**src/rtl/rf_pkg.sv**
```systemverilog
// Shared types and helpers for the bypassing integer register file.
//   XLEN_DEF   : default register width
//   rf_addr_w  : address width needed to index a register count
//   reg_addr_t : register address at the default register count
//   reg_data_t : register data at the default width
//   REG_ZERO   : address of the hardwired-zero register
package rf_pkg;

   localparam int XLEN_DEF     = 32;
   localparam int NUM_REGS_DEF = 32;

   function automatic int rf_addr_w(input int num_regs);
      return (num_regs > 1) ? $clog2(num_regs) : 1;
   endfunction

   localparam int ADDR_W_DEF = rf_addr_w(NUM_REGS_DEF);

   typedef logic [ADDR_W_DEF-1:0] reg_addr_t;
   typedef logic [XLEN_DEF-1:0]   reg_data_t;

   localparam reg_addr_t REG_ZERO = '0;

endpackage

```
**src/rtl/rf_scoreboard.sv**
```systemverilog
// Per-register pending-write counters used by decode for hazard detection.
//   i_clk, i_rst          : clock, async active-high reset
//   i_en, i_rd            : writeback strobe and destination (retires a pending write)
//   i_issue_en, i_issue_rd: decode issues a producer for i_issue_rd
//   i_rs_address          : read-port addresses to report busy status for
//   o_rs_busy             : per read port, register still has an outstanding producer
//   o_issue_ready         : counter of i_issue_rd has room for another producer
module rf_scoreboard
   import rf_pkg::*;
#(
   parameter  int NUM_REGS = 32,
   parameter  int NUM_READ = 2,
   parameter  int PEND_W   = 2,
   localparam int ADDR_W   = rf_addr_w(NUM_REGS)
) (
   input  logic                              i_clk,
   input  logic                              i_rst,
   input  logic                              i_en,
   input  logic [ADDR_W-1:0]                 i_rd,
   input  logic                              i_issue_en,
   input  logic [ADDR_W-1:0]                 i_issue_rd,
   input  logic [NUM_READ-1:0][ADDR_W-1:0]   i_rs_address,
   output logic [NUM_READ-1:0]               o_rs_busy,
   output logic                              o_issue_ready
);

   localparam logic [PEND_W-1:0] CNT_MAX = '1;

   logic [PEND_W-1:0]   r_cnt [NUM_REGS];
   logic [NUM_REGS-1:0] w_inc;
   logic [NUM_REGS-1:0] w_dec;
   logic                w_issue_valid;
   logic                w_wr_valid;
   logic                w_issue_fire;

   assign w_issue_valid = (i_issue_rd != ADDR_W'(REG_ZERO)) && (32'(i_issue_rd) < NUM_REGS);
   assign w_wr_valid    = i_en && (i_rd != ADDR_W'(REG_ZERO)) && (32'(i_rd) < NUM_REGS);

   // Ready looks only at the registered count: a retire in the same cycle is not credited.
   assign o_issue_ready = !w_issue_valid || (r_cnt[i_issue_rd] != CNT_MAX);
   assign w_issue_fire  = i_issue_en && w_issue_valid && o_issue_ready;

   always_comb begin
      w_inc = '0;
      w_dec = '0;
      for (int r = 1; r < NUM_REGS; r++) begin
         w_inc[r] = w_issue_fire && (32'(i_issue_rd) == r);
         w_dec[r] = w_wr_valid && (32'(i_rd) == r) && (r_cnt[r] != '0);
      end
   end

   always_ff @(posedge i_clk or posedge i_rst) begin
      if (i_rst) begin
         for (int r = 0; r < NUM_REGS; r++) begin
            r_cnt[r] <= '0;
         end
      end else begin
         for (int r = 1; r < NUM_REGS; r++) begin
            if (w_inc[r] && !w_dec[r]) begin
               r_cnt[r] <= r_cnt[r] + PEND_W'(1);
            end else if (w_dec[r] && !w_inc[r]) begin
               r_cnt[r] <= r_cnt[r] - PEND_W'(1);
            end
         end
      end
   end

   // A retiring write clears busy combinationally; a same-cycle issue does not raise it.
   always_comb begin
      o_rs_busy = '0;
      for (int p = 0; p < NUM_READ; p++) begin
         if ((i_rs_address[p] != ADDR_W'(REG_ZERO)) && (32'(i_rs_address[p]) < NUM_REGS)) begin
            o_rs_busy[p] = (r_cnt[i_rs_address[p]] - PEND_W'(w_dec[i_rs_address[p]])) != '0;
         end
      end
   end

endmodule

```
**src/rtl/register_file_bypass.sv**
```systemverilog
// Integer register file with N combinational read ports, same-cycle
// write-to-read bypass, x0 hardwired to zero and a pending-write scoreboard.
//   i_clk, i_rst           : clock, async active-high reset
//   i_en, i_rd             : writeback write enable and destination
//   i_register_file_data   : writeback data
//   i_rs_address           : read addresses, one per port
//   o_rs_data              : read data, combinational
//   o_rs_busy              : read register has an outstanding producer
//   i_issue_en, i_issue_rd : decode issues an instruction writing i_issue_rd
//   o_issue_ready          : pending counter of i_issue_rd not saturated
module register_file_bypass
   import rf_pkg::*;
#(
   parameter  int XLEN     = XLEN_DEF,
   parameter  int NUM_REGS = 32,
   parameter  int NUM_READ = 2,
   parameter  int PEND_W   = 2,
   localparam int ADDR_W   = rf_addr_w(NUM_REGS)
) (
   input  logic                              i_clk,
   input  logic                              i_rst,
   input  logic                              i_en,
   input  logic [ADDR_W-1:0]                 i_rd,
   input  logic [XLEN-1:0]                   i_register_file_data,
   input  logic [NUM_READ-1:0][ADDR_W-1:0]   i_rs_address,
   output logic [NUM_READ-1:0][XLEN-1:0]     o_rs_data,
   output logic [NUM_READ-1:0]               o_rs_busy,
   input  logic                              i_issue_en,
   input  logic [ADDR_W-1:0]                 i_issue_rd,
   output logic                              o_issue_ready
);

   logic [XLEN-1:0] r_regs [NUM_REGS];
   logic            w_wr_valid;

   assign w_wr_valid = i_en && (i_rd != ADDR_W'(REG_ZERO)) && (32'(i_rd) < NUM_REGS);

   always_ff @(posedge i_clk or posedge i_rst) begin
      if (i_rst) begin
         for (int r = 0; r < NUM_REGS; r++) begin
            r_regs[r] <= '0;
         end
      end else if (w_wr_valid) begin
         r_regs[i_rd] <= i_register_file_data;
      end
   end

   // x0 and out-of-range addresses read zero and never see the bypass.
   always_comb begin
      o_rs_data = '0;
      for (int p = 0; p < NUM_READ; p++) begin
         if ((i_rs_address[p] != ADDR_W'(REG_ZERO)) && (32'(i_rs_address[p]) < NUM_REGS)) begin
            if (i_en && (i_rd == i_rs_address[p])) begin
               o_rs_data[p] = i_register_file_data;
            end else begin
               o_rs_data[p] = r_regs[i_rs_address[p]];
            end
         end
      end
   end

   rf_scoreboard #(
      .NUM_REGS (NUM_REGS),
      .NUM_READ (NUM_READ),
      .PEND_W   (PEND_W)
   ) u_scoreboard (
      .i_clk         (i_clk),
      .i_rst         (i_rst),
      .i_en          (i_en),
      .i_rd          (i_rd),
      .i_issue_en    (i_issue_en),
      .i_issue_rd    (i_issue_rd),
      .i_rs_address  (i_rs_address),
      .o_rs_busy     (o_rs_busy),
      .o_issue_ready (o_issue_ready)
   );

endmodule

```
**config.mk**
```make
export PLATFORM = sky130hd
export DESIGN_NAME = register_file_bypass
export DESIGN_NICKNAME = d
export VERILOG_FILES = /design/src/rtl/rf_pkg.sv /design/src/rtl/rf_scoreboard.sv /design/src/rtl/register_file_bypass.sv
export SDC_FILE = /design/constraint.sdc
export NUM_CORES = 2
export LEC_CHECK = 0
export BUFFER_PORTS_ARGS = -buffer_cell sky130_fd_sc_hd__buf_4
export CAP_MARGIN = 20
export CORE_AREA = 2 2 350 699
export CTS_CLUSTER_SIZE = 14
export DETAILED_ROUTE_END_ITERATION = 10
export DIE_AREA = 0 0 352 701
export MAX_ROUTING_LAYER = met4
export PLACE_DENSITY = 0.5
export SYNTH_ARGS = -nofsm -noshare
export SYNTH_HDL_FRONTEND = slang
export SYNTH_SLANG_ARGS = --single-unit
```
**constraint.sdc**
```tcl
create_clock -name i_clk -period 91.1 [get_ports i_clk]
set_input_delay 9.11 -clock i_clk [delete_from_list [all_inputs] [get_ports i_clk]]
set_output_delay 9.11 -clock i_clk [all_outputs]
set_load 0.05 [all_outputs]
```
Yosys cells after proc, flatten, opt, wreduce, memory -nomap -nowiden. Index checks and enable logic that the tools add are counted.

Register bits after elaboration: 1086. Word-level logic and storage cells: 586.

Add/subtract/negate cells: 64. Order comparisons: 7. Equal/unequal tests: 65. Multiplexer cells: 90. Bitwise operators: 4. Reductions and logical operators: 293.

Operators with widths (count): $bwmux 1024 (1); $bmux 32 s5 (2); $mux 32 (9); $logic_and 1x1->1 (161); $demux 32 s5 (1); $eq 5x5->1 const B (32); $mux 2 (68); $reduce_bool 2->1 (64); $eq 5x4->1 const B (16); $logic_not 1->1 (63); $add 2x1->2 const B (31); $sub 2x1->2 const B (31); $eq 5x3->1 const B (8); $bmux 2 s5 (3); $ge 6x6->1 const B (4); $not 5->6 (4); $eq 5x2->1 const B (4); $reduce_bool 5->1 (4); $lt 5x6->1 const B (2); $bmux 1 s5 (2); $eq 5x1->1 const B (2); $eq 5x5->1 (2); $lt 6x1->1 const B (1); $mux 1 (4); other kinds (3) (4).

Logic depth before layout (Yosys ltp).
Depth in word-level cells: 12. Mapped depth: 14.

Hierarchy. Synthesis repeated with hierarchy kept, for this count alone.

Cells, all modules: 4434. Area, all modules: 61149.9 um^2.

Modules (own cells, without submodules): register_file_bypass (instances 1, cells each 3810, area an instance 55130.4 um^2, seq. area each 25624.6 um^2); rf_scoreboard (instances 1, cells each 624, area an instance 6019.5 um^2, seq. area each 1551.5 um^2).

Worst setup path before layout. Ideal clock, no wire load.

Path type: in2out. Start point: input port i_rs_address[0] (netlist bit). End point: output port o_rs_data[10] (netlist bit). Arrival: 11908 ps. Data required time: 81990 ps. Slack: 70082 ps. Stages on the path: 9. Path buffers: 5. Cell sequence: buf_2 buf_2 buf_2 buf_4 nor2_1 o211ai_2 clkbuf_1 nor2_1 a211oi_1.

RTL lines: start, declared (RTL line register_file_bypass.sv:25) `input logic [NUM_READ-1:0][ADDR_W-1:0] i_rs_address,`; end, declared (RTL line register_file_bypass.sv:26) `output logic [NUM_READ-1:0][XLEN-1:0] o_rs_data,`.

==> impl_metrics.tcl <==
set metrics [dict create \
    synth_top_area_cell "dfrtp_1" \
    grt_start_max_net_pins 157 \
    min_period_ns 22.75 \
    synth_fa_ha_area_frac 0.00646 \
    synth.most_common_cell "dfrtp_1" \
    fin_tns_setup_ns 0 \
    powerDensity_nw_per_um2 21.9 \
    switching_power_as_a_share_of_total_power 0.312 \
    coreArea_um2 241000 \
    clock_tree.root_cell "clkbuf_16" \
    cts_buffers 95 \
    clock_tree.buffer_depth 3 \
    kind_of_launch_point_of_the_worst_setup_path "primary input" \
    synth_simple_gate_area_frac 0.0313 \
    nNetsFinal 3904 \
    clkTransAtPathRegs_ns 0.07 \
    cts-resized-gates 0 \
    synth.top_cells.by_area "dfrtp_1, mux4_2, mux2_2" \
    num_vias 36500 \
    part_of_the_power_in_combinational_logic 0.262 \
    seqPwrFrac 0.456 \
    max_cap_violations 0 \
    fp.dieArea_um2 247000 \
    period_share 0.250 \
    synth_sequential_area_ratio 0.452 \
    cellLeakagePower_uw 0.0277 \
    max-slew-margin-rel 0.263 \
    max_clock_freq_ghz 0.0440 \
    synth_top_cells_by_count "dfrtp_1, mux2_2, mux4_2, clkbuf_1, nor2_1" \
    io_buffers 122 \
    yosysWarningCount 2 \
    die_height_um 701 \
    hpwl_mm 123 \
    rsz_0062_raised_after_global_routing "false" \
    synthMuxAreaShare 0.448 \
    synth_top_flop_cell "dfrtp_1" \
    worst_ep_required_time_ns 81.99 \
    cells_after_synth 3958 \
    async_flop_share 1.00 \
    synth-seq-cells 1086 \
    grt.total_usage 0.173 \
    fin_worst_skew_ns 0.0150 \
    fillers 24300 \
    fp.dieW_um 352 \
    setup_viol_count_final 0 \
    grt_antenna_before_repair 8 \
    route.detailed.vias_per_inst 5.15 \
    post_dp_cell_area_um2 64200 \
    synth_cell_type_count 61 \
    flow.area_growth_from_synthesis_pct 11.9 \
    endpoints_failing_hold 0 \
    total_wire_length_mm 208 \
    synth_top_area_frac 0.452 \
    fin_hold_ws_ns 0.396 \
    dominant_combinational_cell_family_by_area_after_synthesis "multiplexers" \
    p_switching_uw 460 \
    setup.worst_path.class "primary input to output pin" \
    timing_worst_slew_pin_value_ns 1.11 \
    cts_htree_levels 3 \
    critical_path.endpoint_type "output pin" \
    tritoncts_num_sinks 1086 \
    critPathMaxFanout 66 \
    placement_row_count 255 \
    postCtsHoldBufs 0 \
    first_global_vias 39400 \
    finalPower_uw 1470 \
    ios 123 \
    post_cts_buffers 0 \
    internal_power_uw 1010 \
    layout-drive-gt1-share 0.527 \
    arrival_ns 13.64 \
    max-vdd-ir-drop_mv 0.0142 \
    post-route-drc-count 0 \
    cts_tree "built" \
    first_pass_iters 5 \
    syn_avg_cell_area_um2 15.2 \
    first_iter_violations 2527 \
    syn-cell-area_um2 60100 \
    wl_per_cell_um 29.3 \
    maxSlewViolCount 0 \
    gr-total-overflow 0 \
    antenna_left 0 \
    hp-class "register to register" \
    synth_xor_area_frac 0.0144 \
    synth_compound_area_frac 0.0167 \
    power_frac_clock 0.283 \
    gp_congestion 0.888 \
    net_count_synth 4045 \
    synth-edff-count 0 \
    grt_pass1_wl_mm 301 \
    status "finished clean" \
    insertion_delay_ns 0.73 \
    final_design_area_no_fill_um2 67200 \
    initial_core_util 0.249 \
]
==> cell usage in the layout, fill, tap and decap left out, types with 19 or more instances in the layout <==
cell type	instances
dfrtp_1	1086
mux2_2	962
mux4_2	684
buf_4	199
nor2_1	160
nand2_1	129
clkbuf_16	95
mux2i_1	69
xor2_1	67
a211oi_1	67
xnor2_1	32
o21ai_0	31
ha_1	31
clkbuf_1	24
nand3_1	23
nor2_4	19
==> per-stage QoR <==
step / worst slack, ns / std cells / utilization
final: 68.35 / 7096 / 0.279
after global routing: 68.24 / 7095 / 0.279
after CTS: 68.32 / 7089 / 0.279
after detailed placement: 68.31 / 6931 / 0.267
after global placement: 68.28 / 6931 / 0.267
after floorplan: 51.42 / 3958 / -
==> worst paths after layout <==
path | start | to | slack, ns | cells after the start
max reg2reg | u_scoreboard.r_cnt[41]$_DFFE_PP0P_ | u_scoreboard.r_cnt[45]$_DFFE_PP0P_ | 87.54 | 10
max in group asynchronous | i_rst | u_scoreboard.r_cnt[12]$_DFFE_PP0P_ | 79.26 | 5
min | r_regs[1022]$_DFFE_PP0P_ | r_regs[1022]$_DFFE_PP0P_ | 0.40 | 0
max | i_rs_address[1] | o_rs_data[21] | 68.35 | 9
min in group asynchronous | i_rst | r_regs[138]$_DFFE_PP0P_ | 8.55 | 2
min reg2reg | r_regs[1022]$_DFFE_PP0P_ | r_regs[1022]$_DFFE_PP0P_ | 0.40 | 0
==> layout make-up <==
cell class                 count  area (µm²)  area share
antenna                        6        15.0    0.000223
tap                         3212        4020      0.0598
inverter                      10        45.0    0.000670
sequential                  1086       27200       0.404
multi-input combinational   2414       31300       0.466
timing repair buffer         210        1670      0.0248
clock buffer                 134        2670      0.0398
clock inverter                24         314     0.00467
==> critical path: stages <==
cell	delay (ns)
buf_8	0.50
buf_4	0.54
buf_4	0.59
buf_4	0.76
mux4_2	0.59
mux4_2	0.46
mux2i_1	0.49
a211oi_1	0.17
buf_4	0.25
==> flip-flops by register name, indices dropped and copies added (netlist names) <==
register            count
r_regs               1024
u_scoreboard.r_cnt     62
==> power groups by stage <==
stage / logic, µW / clock network, µW / registers, µW
after detailed placement: 390 / 0 / 679
after global placement: 384 / 0 / 672
after floorplan: 303 / 0 / 645
after global routing: 410 / 446 / 685
final: 385 / 417 / 671
after CTS: 390 / 430 / 670
==> routing by layer <==
metal  global-route usage  part of all wire  vias up
met5                    -                 0        -
met4               0.0627             0.039        0
met3               0.0156             0.035      367
met2                0.306              0.53      992
met1                0.204              0.40    20300
li1                     -                 -    14900
==> logic make-up after synthesis <==
group	count (synthesis)
mux	1715
flops	1086
buf+inv	458
simple gates	425
compound gates	144
xor+xnor	99
fa+ha+maj	31
(Power assumes the default switching activity.)
